<file path="src/rtl/lcd_bus_ctrl_if.sv">
`default_nettype none
// ============================================================================
// Module      : lcd_bus_ctrl_if
// Description : Byte-write handshake between the CPU side and the LCD
//               sequencer, plus the sticky init-complete indication.
// Revision    : 1.0 - initial release
// ============================================================================
interface lcd_bus_ctrl_if;
    logic       wr_valid;
    logic       wr_ready;
    logic       wr_rs;
    logic [7:0] wr_data;
    logic       init_done;

    modport master (
        output wr_valid,
        output wr_rs,
        output wr_data,
        input  wr_ready,
        input  init_done
    );

    modport slave (
        input  wr_valid,
        input  wr_rs,
        input  wr_data,
        output wr_ready,
        output init_done
    );
endinterface
`default_nettype wire

</file>
<file path="src/rtl/lcd_bus_ctrl.sv">
`default_nettype none
// ============================================================================
// Module      : lcd_bus_ctrl
// Description : HD44780 write-only sequencer. Runs the power-on init ROM,
//               then writes requested bytes with setup / enable / execution
//               wait timing derived from fixed cycle counts.
// Revision    : 1.0 - initial release
// ============================================================================
module lcd_bus_ctrl #(
    parameter int T_SETUP   = 2,
    parameter int T_EN_HIGH = 12,
    parameter int T_CMD     = 2000,
    parameter int T_LONG    = 80000,
    parameter int T_POWERUP = 2000000
) (
    input  wire logic       clk,
    input  wire logic       reset,
    lcd_bus_ctrl_if.slave   req,
    output logic            lcd_en,
    output logic            lcd_rw,
    output logic            lcd_rs,
    output logic [7:0]      lcd_db
);

    localparam int MAX_A   = (T_SETUP > T_EN_HIGH) ? T_SETUP : T_EN_HIGH;
    localparam int MAX_B   = (T_CMD > T_LONG) ? T_CMD : T_LONG;
    localparam int MAX_C   = (MAX_A > MAX_B) ? MAX_A : MAX_B;
    localparam int CNT_MAX = (MAX_C > T_POWERUP) ? MAX_C : T_POWERUP;
    localparam int CNT_W   = $clog2(CNT_MAX + 1);

    // Counters are loaded with N-1 so a phase of N cycles ends on the edge
    // where the counter reads zero.
    localparam logic [CNT_W-1:0] SETUP_LOAD = CNT_W'(T_SETUP - 1);
    localparam logic [CNT_W-1:0] ENHI_LOAD  = CNT_W'(T_EN_HIGH - 1);
    localparam logic [CNT_W-1:0] CMD_LOAD   = CNT_W'(T_CMD - 1);
    localparam logic [CNT_W-1:0] LONG_LOAD  = CNT_W'(T_LONG - 1);
    localparam logic [CNT_W-1:0] PWRUP_LOAD = CNT_W'(T_POWERUP - 1);
    localparam logic [2:0]       LAST_INIT  = 3'd5;

    // Loading a byte is not a separate registered state: it happens on the
    // edge that leaves PWRUP / WAIT / IDLE, so the accept edge is cycle 0.
    typedef enum logic [2:0] {
        S_PWRUP = 3'd0,
        S_SETUP = 3'd1,
        S_ENHI  = 3'd2,
        S_WAIT  = 3'd3,
        S_IDLE  = 3'd4
    } state_t;

    state_t           state_q, state_d;
    logic [CNT_W-1:0] cnt_q, cnt_d;
    logic             en_q, en_d;
    logic             rs_q, rs_d;
    logic [7:0]       db_q, db_d;
    logic             ready_q, ready_d;
    logic             done_q, done_d;
    logic             long_q, long_d;
    logic [2:0]       idx_q, idx_d;
    logic             load;
    logic             load_rs;
    logic [7:0]       load_db;

    function automatic logic [7:0] init_rom(input logic [2:0] idx);
        case (idx)
            3'd0, 3'd1, 3'd2: init_rom = 8'h38;
            3'd3:             init_rom = 8'h0C;
            3'd4:             init_rom = 8'h01;
            3'd5:             init_rom = 8'h06;
            default:          init_rom = 8'h00;
        endcase
    endfunction

    // Clear and return-home commands need the long execution wait.
    function automatic logic needs_long(input logic rs, input logic [7:0] db);
        needs_long = !rs && (db == 8'h01 || db == 8'h02 || db == 8'h03);
    endfunction

    // State, counter and all bus outputs are registered here.
    always_ff @(posedge clk) begin
        if (reset) begin
            state_q <= S_PWRUP;
            cnt_q   <= PWRUP_LOAD;
            en_q    <= 1'b0;
            rs_q    <= 1'b0;
            db_q    <= 8'h00;
            ready_q <= 1'b0;
            done_q  <= 1'b0;
            long_q  <= 1'b0;
            idx_q   <= 3'd0;
        end else begin
            state_q <= state_d;
            cnt_q   <= cnt_d;
            en_q    <= en_d;
            rs_q    <= rs_d;
            db_q    <= db_d;
            ready_q <= ready_d;
            done_q  <= done_d;
            long_q  <= long_d;
            idx_q   <= idx_d;
        end
    end

    // Next-state and next-output decode, including the merged byte load.
    always_comb begin
        state_d = state_q;
        cnt_d   = cnt_q;
        en_d    = en_q;
        rs_d    = rs_q;
        db_d    = db_q;
        ready_d = ready_q;
        done_d  = done_q;
        long_d  = long_q;
        idx_d   = idx_q;
        load    = 1'b0;
        load_rs = 1'b0;
        load_db = 8'h00;

        unique case (state_q)
            S_PWRUP: begin
                if (cnt_q == '0) begin
                    load    = 1'b1;
                    idx_d   = 3'd0;
                    load_db = init_rom(3'd0);
                end else begin
                    cnt_d = cnt_q - 1'b1;
                end
            end
            S_SETUP: begin
                if (cnt_q == '0) begin
                    state_d = S_ENHI;
                    en_d    = 1'b1;
                    cnt_d   = ENHI_LOAD;
                end else begin
                    cnt_d = cnt_q - 1'b1;
                end
            end
            S_ENHI: begin
                if (cnt_q == '0) begin
                    state_d = S_WAIT;
                    en_d    = 1'b0;
                    cnt_d   = long_q ? LONG_LOAD : CMD_LOAD;
                end else begin
                    cnt_d = cnt_q - 1'b1;
                end
            end
            S_WAIT: begin
                if (cnt_q == '0) begin
                    if (!done_q && idx_q != LAST_INIT) begin
                        load    = 1'b1;
                        idx_d   = 3'(idx_q + 3'd1);
                        load_db = init_rom(3'(idx_q + 3'd1));
                    end else begin
                        done_d  = 1'b1;
                        ready_d = 1'b1;
                        state_d = S_IDLE;
                    end
                end else begin
                    cnt_d = cnt_q - 1'b1;
                end
            end
            S_IDLE: begin
                if (req.wr_valid && ready_q) begin
                    load    = 1'b1;
                    load_rs = req.wr_rs;
                    load_db = req.wr_data;
                    ready_d = 1'b0;
                end
            end
            default: begin
                state_d = S_PWRUP;
            end
        endcase

        if (load) begin
            state_d = S_SETUP;
            cnt_d   = SETUP_LOAD;
            rs_d    = load_rs;
            db_d    = load_db;
            long_d  = needs_long(load_rs, load_db);
        end
    end

    assign lcd_en        = en_q;
    assign lcd_rw        = 1'b0;
    assign lcd_rs        = rs_q;
    assign lcd_db        = db_q;
    assign req.wr_ready  = ready_q;
    assign req.init_done = done_q;

endmodule
`default_nettype wire
</file>
<file path="src/flat_wrapper.sv">
// flat-port wrapper written by rule: the top's interface ports become plain ports
module lcd_bus_ctrl_flat 
#(
    parameter int T_SETUP   = 2,
    parameter int T_EN_HIGH = 12,
    parameter int T_CMD     = 2000,
    parameter int T_LONG    = 80000,
    parameter int T_POWERUP = 2000000
)
  (clk, reset, lcd_en, lcd_rw, lcd_rs, lcd_db, req_wr_valid, req_wr_rs, req_wr_data, req_wr_ready, req_init_done);
  lcd_bus_ctrl_if req_i ();
  input  wire logic clk;
  input  wire logic reset;
  output logic lcd_en;
  output logic lcd_rw;
  output logic lcd_rs;
  output logic [7:0] lcd_db;
  input wire logic [$bits(req_i.wr_valid)-1:0] req_wr_valid;
  input wire logic [$bits(req_i.wr_rs)-1:0] req_wr_rs;
  input wire logic [$bits(req_i.wr_data)-1:0] req_wr_data;
  output wire logic [$bits(req_i.wr_ready)-1:0] req_wr_ready;
  output wire logic [$bits(req_i.init_done)-1:0] req_init_done;
  assign req_i.wr_valid = req_wr_valid;
  assign req_i.wr_rs = req_wr_rs;
  assign req_i.wr_data = req_wr_data;
  assign req_wr_ready = req_i.wr_ready;
  assign req_init_done = req_i.init_done;
  lcd_bus_ctrl #(.T_SETUP(T_SETUP), .T_EN_HIGH(T_EN_HIGH), .T_CMD(T_CMD), .T_LONG(T_LONG), .T_POWERUP(T_POWERUP)) u_core (.clk(clk), .reset(reset), .req(req_i), .lcd_en(lcd_en), .lcd_rw(lcd_rw), .lcd_rs(lcd_rs), .lcd_db(lcd_db));
endmodule
</file>
<file path="config.mk">
export PLATFORM = sky130hd
export DESIGN_NAME = lcd_bus_ctrl_flat
export DESIGN_NICKNAME = d
export VERILOG_FILES = /design/src/rtl/lcd_bus_ctrl_if.sv /design/src/rtl/lcd_bus_ctrl.sv /design/src/flat_wrapper.sv
export SDC_FILE = /design/constraint.sdc
export NUM_CORES = 1
export LEC_CHECK = 0
export CAP_MARGIN = 10
export CORE_MARGIN = 2
export CORE_UTILIZATION = 45
export DETAILED_ROUTE_END_ITERATION = 10
export PLACE_DENSITY = 0.62
export SYNTH_ARGS = -nofsm -noshare
export SYNTH_HDL_FRONTEND = slang
export SYNTH_SLANG_ARGS = --single-unit
</file>
<file path="constraint.sdc">
create_clock -name clk -period 3 [get_ports clk]
set_clock_uncertainty 0.05 [all_clocks]
set_input_delay 0.6 -clock clk [delete_from_list [all_inputs] [get_ports clk]]
set_output_delay 0.6 -clock clk [all_outputs]
set_load 0.02 [all_outputs]
</file>
==> results.yml, run 1 <==
synth:
  ys_ff_latch: 40
  ys.flop_type: "dfxtp_1"
  synthTopCellsByArea: "dfxtp_1, o21ai_0, a21oi_1"
  synth_edf_count: 0
  async_reset_ff_share_pct: 0
  seq_area_frac_synth_pct: 33.61
  syn_nets: 320
  netlist_area_mm2: 0.002382
  synth_top_area_share_pct: 33.61
  yosysWarnings: 0
  synthCells: 301
  synth_top_area_cell: "dfxtp_1"
  syn_avg_cell_area_um2: 7.915
  synthDistinctLibCells: 57
clock_tree:
  worst_skew_pair.late_latency_ps: 300
  path_clk_slew_ps: 80
  ctsRootBufferMaster: "clkbuf_8"
  htreeDepth: 2
  cts_tree: "built"
  cts_setup_buffers: 0
  cts_sinks: 40
  cts_resized: 0
  cts_hold_buffers: 0
  numCtsBuffers: 5
  cts_buffer_depth: 2
timing:
  max_freq_ghz: 0.3914
  worst_pin_slew_ps: 905.6
  drv_slew: 0
  final-setup-viol-count: 0
  fin_setup_tns_ps: 0
  rsz0062_at_grt: "no"
  period_needed_ps: 2555
  min_period_over_period_pct: 85.17
  timing.final.hold_violations: 0
  relSlewSlack_pct: 39.16
cells_and_area:
  final_cell_mix: "dfxtp_1, o21ai_0, nor2_1, nand2_1, a21oi_1"
  layout_commonest_cell: "dfxtp_1"
  final_design_area_no_fill_mm2: 0.002848
  drive_gt1_share_pct: 9.451
  area_growth_pct: 19.54
  fin_nets: 347
  n_antenna_cell: 0
global_routing:
  grt_pass1_wl_um: 10760
  track_usage_pct: 22.73
  grt_overflow: 0
  antenna_found_initial: 0
  grt_max_degree: 19
  grt_pass1_vias: 2243
worst_hold_path:
  hold_path_depth: 2
  worstHoldPathType: "reg -> reg"
run_status:
  status: "complete, no violations"
setup_path:
  worst-path-stages: 8
  startpoint: "u_core.cnt_q[0]$_SDFFE_PP1P_"
  r2r_end: "u_core.cnt_q[7]$_SDFFE_PP0P_"
  r2r_cells: 8
  cp-end-kind: "flip-flop"
  critPathTopFamily: "simple AND/OR/NAND/NOR gates"
  crit_top_cell: "and4_1"
  cp.required_ps: 3190
  reg2reg_slack_ps: 450
  cp_cell_sequence: "inv_1 -> ha_1 -> nor4b_1 -> and4_1 -> and4_1 -> nor3_1 -> o21ai_0 -> nor2_1"
  crit_end: "u_core.cnt_q[7]$_SDFFE_PP0P_"
  cp_max_fo: 6
  arrival_ps: 2750
  crit_type: "reg -> reg"
  max_stage_delay_ps: 710
  slowest_stage: "nor3_1"
  crit_path_start_kind: "flip-flop"
  cp_num_buf_inv: 1
  timing.rr.start: "u_core.cnt_q[0]$_SDFFE_PP1P_"
floorplan:
  dieHeight_um: 76.76
  dieArea_mm2: 0.005892
  dieWidth_um: 76.76
  start_util_pct: 46.64
  ios: 25
  rows: 26
  core_area_mm2: 0.005107
detailed_routing:
  drc: 0
  dr.pass1.iters: 4
  detail_route.wl_per_cell_um: 16.18
  finalWirelength_um: 6439
  vias: 2317
  ant_nets: 0
  via_per_inst: 5.822
  drt_iter0_drc: 135
placed_design:
  io_buffers: 23
  dpl-instance-area_mm2: 0.002719
  place.gp.congestion: 0.8513
  dp_hpwl_um: 4716
pwr:
  cellLeakagePower_nw: 0.9729
  peakVddDrop_mv: 0.2419
  p_per_area_mw_per_mm2: 388.9
job:
  cap_violations: 0
-- stage by stage --
step	hold slack, ps	utilization (%)	std cells	total power [mW]	setup slack (ps)
finish	424.8	55.76	398	1.108	445.0
global route	442.6	55.76	398	1.140	225.6
CTS	431.8	55.76	398	1.115	459.9
detailed placement	413.5	53.23	391	0.5946	485.5
global placement	411.0	53.23	391	0.5942	573.3
floorplan	389.2	-	301	0.5700	958.6
-- kinds of logic after synthesis --
logic type	after synthesis	synth area share [%]
compound gates	98	26.10
mux	1	0.4202
flops	40	33.61
fa+ha+maj	7	3.676
buf+inv	23	4.096
simple gates	126	30.10
other cells	1	0.1574
xor+xnor	5	1.839
-- worst min path at each step --
stage	start	slack [ps]	to
detailed placement	u_core.cnt_q[12]$_SDFFE_PP0P_	410	u_core.cnt_q[12]$_SDFFE_PP0P_
floorplan	u_core.cnt_q[12]$_SDFFE_PP0P_	390	u_core.cnt_q[12]$_SDFFE_PP0P_
global route	u_core.lcd_db[7]$_SDFFE_PP0P_	440	u_core.lcd_db[7]$_SDFFE_PP0P_
global placement	u_core.cnt_q[12]$_SDFFE_PP0P_	410	u_core.cnt_q[12]$_SDFFE_PP0P_
CTS	u_core.lcd_rs$_SDFFE_PP0P_	430	u_core.lcd_rs$_SDFFE_PP0P_
finish	u_core.lcd_rs$_SDFFE_PP0P_	420	u_core.lcd_rs$_SDFFE_PP0P_
-- flip-flops by register name (all words and copies together) (netlist names) --
| register | flops |
|---|---|
| u_core.cnt_q | 21 |
| u_core.idx_q | 3 |
| u_core.lcd_db | 8 |
| u_core.lcd_en | 1 |
| u_core.lcd_rs | 1 |
| u_core.long_q | 1 |
| u_core.req.init_done | 1 |
| u_core.req.wr_ready | 1 |
| u_core.state_q | 3 |
-- synth_stat cells, drive strengths merged, types with 6 or more instances --
cell type,instances
a21oi,25
clkbuf,9
dfxtp,40
ha,7
inv,9
nand2,26
nand3,18
nor2,28
nor3,20
nor4,6
o21ai,37
-- metal layers --
metal  up-vias  GRT usage [%]  part of all wire, %
met4         0          7.091                 0.87
met2        45          40.35                   50
met5         -              0                    0
li1       1166              -                    -
met1      1099          28.09                   46
met3         7          3.529                  3.2
-- where the power goes --
part	internal (mW)	total (mW)	switching (mW)	leakage (nW)
sequential	0.534	0.539	0.00509	0.323
clock	0.328	0.526	0.198	0.0642
combinational	0.0204	0.0431	0.0227	0.585
total	0.882	1.11	0.226	0.973
-- tightest hold or removal path, cell delays in order (launching register included) --
cell and delay [ps]:
dfxtp_1 310, nand3_1 60, a21oi_1 60
-- final cells by class --
| cell class | instances | area [um2] |
|---|---|---|
| fill | 512 | 2260 |
| multi-input combinational | 238 | 1484 |
| sequential | 40 | 800.8 |
| timing repair buffer | 34 | 312.8 |
| tap | 70 | 87.58 |
| clock buffer | 5 | 68.82 |
| clock inverter | 2 | 60.06 |
| inverter | 9 | 33.78 |
No activity file was read; power rests on OpenSTA's default activity.
==> run 2: changes to the inputs <==
--- a/config.mk
+++ b/config.mk
@@ -6,6 +6,7 @@
 export NUM_CORES = 1
 export LEC_CHECK = 0
 export CAP_MARGIN = 10
+export CORE_ASPECT_RATIO = 0.6
 export CORE_MARGIN = 2
 export CORE_UTILIZATION = 45
 export DETAILED_ROUTE_END_ITERATION = 10
==> results.yml, run 2 (synthesized netlist as in run 1, its figures left out) <==
pwr:
  comb_power_share_pct: 4.3
  power_mw: 1.033
  switching_share_pct: 22.35
  power.internal_uw: 802.2
  peakVddDrop_mv: 0.2316
  power_frac_clock_pct: 43.5
  cellLeakagePower_nw: 0.9606
  p_per_area_mw_per_mm2: 366.2
  p_seq_share_pct: 52.2
  p_sw_uw: 230.9
floorplan:
  rows: 20
  ios: 25
  dieArea_mm2: 0.005911
  start_util_pct: 46.90
  dieHeight_um: 60.36
  core_area_mm2: 0.005080
  dieWidth_um: 97.93
job:
  cap_violations: 0
clock_tree:
  cts_hold_buffers: 0
  cts_tree: "built"
  path_clk_slew_ps: 90
  cts_buffer_depth: 2
  cts_sinks: 40
  cts_resized: 0
  ctsRootBufferMaster: "clkbuf_8"
  htreeDepth: 2
  worst_skew_pair.late_latency_ps: 300
  numCtsBuffers: 5
  cts_setup_buffers: 0
timing:
  period_needed_ps: 2538
  min_period_over_period_pct: 84.61
  drv_slew: 0
  max_freq_ghz: 0.3940
  final-setup-viol-count: 0
  worst_pin_slew_ps: 648.3
  rsz0062_at_grt: "no"
  fin_setup_tns_ps: 0
  worst_slack_ps: 461.8
  relSlewSlack_pct: 56.78
  timing.final.hold_violations: 0
setup_path:
  cp_max_fo: 7
  cp.required_ps: 3150
  cp-end-kind: "flip-flop"
  cp_cell_sequence: "inv_1 -> ha_1 -> nor4b_1 -> nand4_1 -> nor2_1 -> nor2_1 -> a21o_1 -> a211o_1"
  cp_num_buf_inv: 1
  crit_path_start_kind: "flip-flop"
  arrival_ps: 2690
  crit_top_cell: "nor2_1"
  critPathTopFamily: "simple AND/OR/NAND/NOR gates"
  max_stage_delay_ps: 470
  slowest_stage: "nor2_1"
  crit_type: "reg -> reg"
cells_and_area:
  stdcell_count: 395
  final_cell_mix: "dfxtp_1, o21ai_0, nor2_1, nand2_1, a21oi_1"
  drive_gt1_share_pct: 9.422
  top_register: "u_core.cnt_q"
  layout_commonest_cell: "dfxtp_1"
  fill_cells: 485
  largest_reg_flops: 21
  fin_nets: 347
  n_antenna_cell: 0
  area_growth_pct: 18.44
placed_design:
  numPlacedInstances: 387
  io_buffers: 23
  place.gp.congestion: 0.8881
  dp_hpwl_um: 4889
  dp_slack_ps: 523.6
global_routing:
  antenna_found_initial: 0
  grt_max_degree: 19
  track_usage_pct: 23.53
  grt_overflow: 0
  grt_pass1_vias: 2021
  grt_pass1_wl_um: 10870
detailed_routing:
  ant_nets: 0
  dr.pass1.iters: 5
  vias: 2365
  drt_iter0_drc: 254
  detail_route.wl_per_cell_um: 16.73
  drc: 0
  finalWirelength_um: 6609
  via_per_inst: 5.987
run_status:
  status: "complete, no violations"
worst_hold_path:
  worstHoldPathType: "reg -> reg"
## run 2: per-stage QoR
stage | hold WS, ps | cell area, um2 | util, %
2_1_floorplan | 389.2 | 2382 | -
3_3_place_gp | 402.5 | 2714 | 53.42
3_5_place_dp | 413.8 | 2714 | 53.42
4_1_cts | 423.8 | 2821 | 55.54
5_1_grt | 456.1 | 2821 | 55.54
6_report | 422.1 | 2821 | 55.54
## run 2: path summary, 6_finish.rpt
path | startpoint | slack, ps | end | cells past startpoint
min reg2reg | u_core.lcd_rs$_SDFFE_PP0P_ | 420 | u_core.lcd_rs$_SDFFE_PP0P_ | 2
max | u_core.cnt_q[0]$_SDFFE_PP1P_ | 460 | u_core.cnt_q[19]$_SDFFE_PP1P_ | 8
max reg2reg | u_core.cnt_q[0]$_SDFFE_PP1P_ | 460 | u_core.cnt_q[19]$_SDFFE_PP1P_ | 8
min | u_core.lcd_rs$_SDFFE_PP0P_ | 420 | u_core.lcd_rs$_SDFFE_PP0P_ | 2
## run 2: cell type report
class / count / area [um2] / area share [%]
Multi-Input combinational cell: 238 / 1484 / 52.59
Sequential cell: 40 / 800.8 / 28.38
Timing Repair Buffer: 34 / 312.8 / 11.09
Tap cell: 66 / 82.58 / 2.927
Clock buffer: 6 / 72.57 / 2.572
Clock inverter: 2 / 35.03 / 1.242
Inverter: 9 / 33.78 / 1.197
## run 2: power by group through the flow
stage | combinational (mW) | clock [mW] | sequential [mW]
after global placement | 0.0445 | 0 | 0.551
after CTS | 0.0449 | 0.454 | 0.539
after detailed placement | 0.0443 | 0 | 0.552
after global routing | 0.0490 | 0.479 | 0.540
final | 0.0449 | 0.449 | 0.539
after floorplan | 0.0194 | 0 | 0.551
## run 2: worst min-delay path, delay by kind of cell, from the launching register on
family / cells / cell delay [ps]
flip-flops: 1 / 320
AND/OR/NAND/NOR: 1 / 60
AO/OA/AOI/OAI: 1 / 50
## run 2: routing by layer
layer	GRT usage, %	wire length (um)
met1	39.02	3669
met2	29.45	2384
met3	5.760	519
met4	4.762	35
met5	0	0
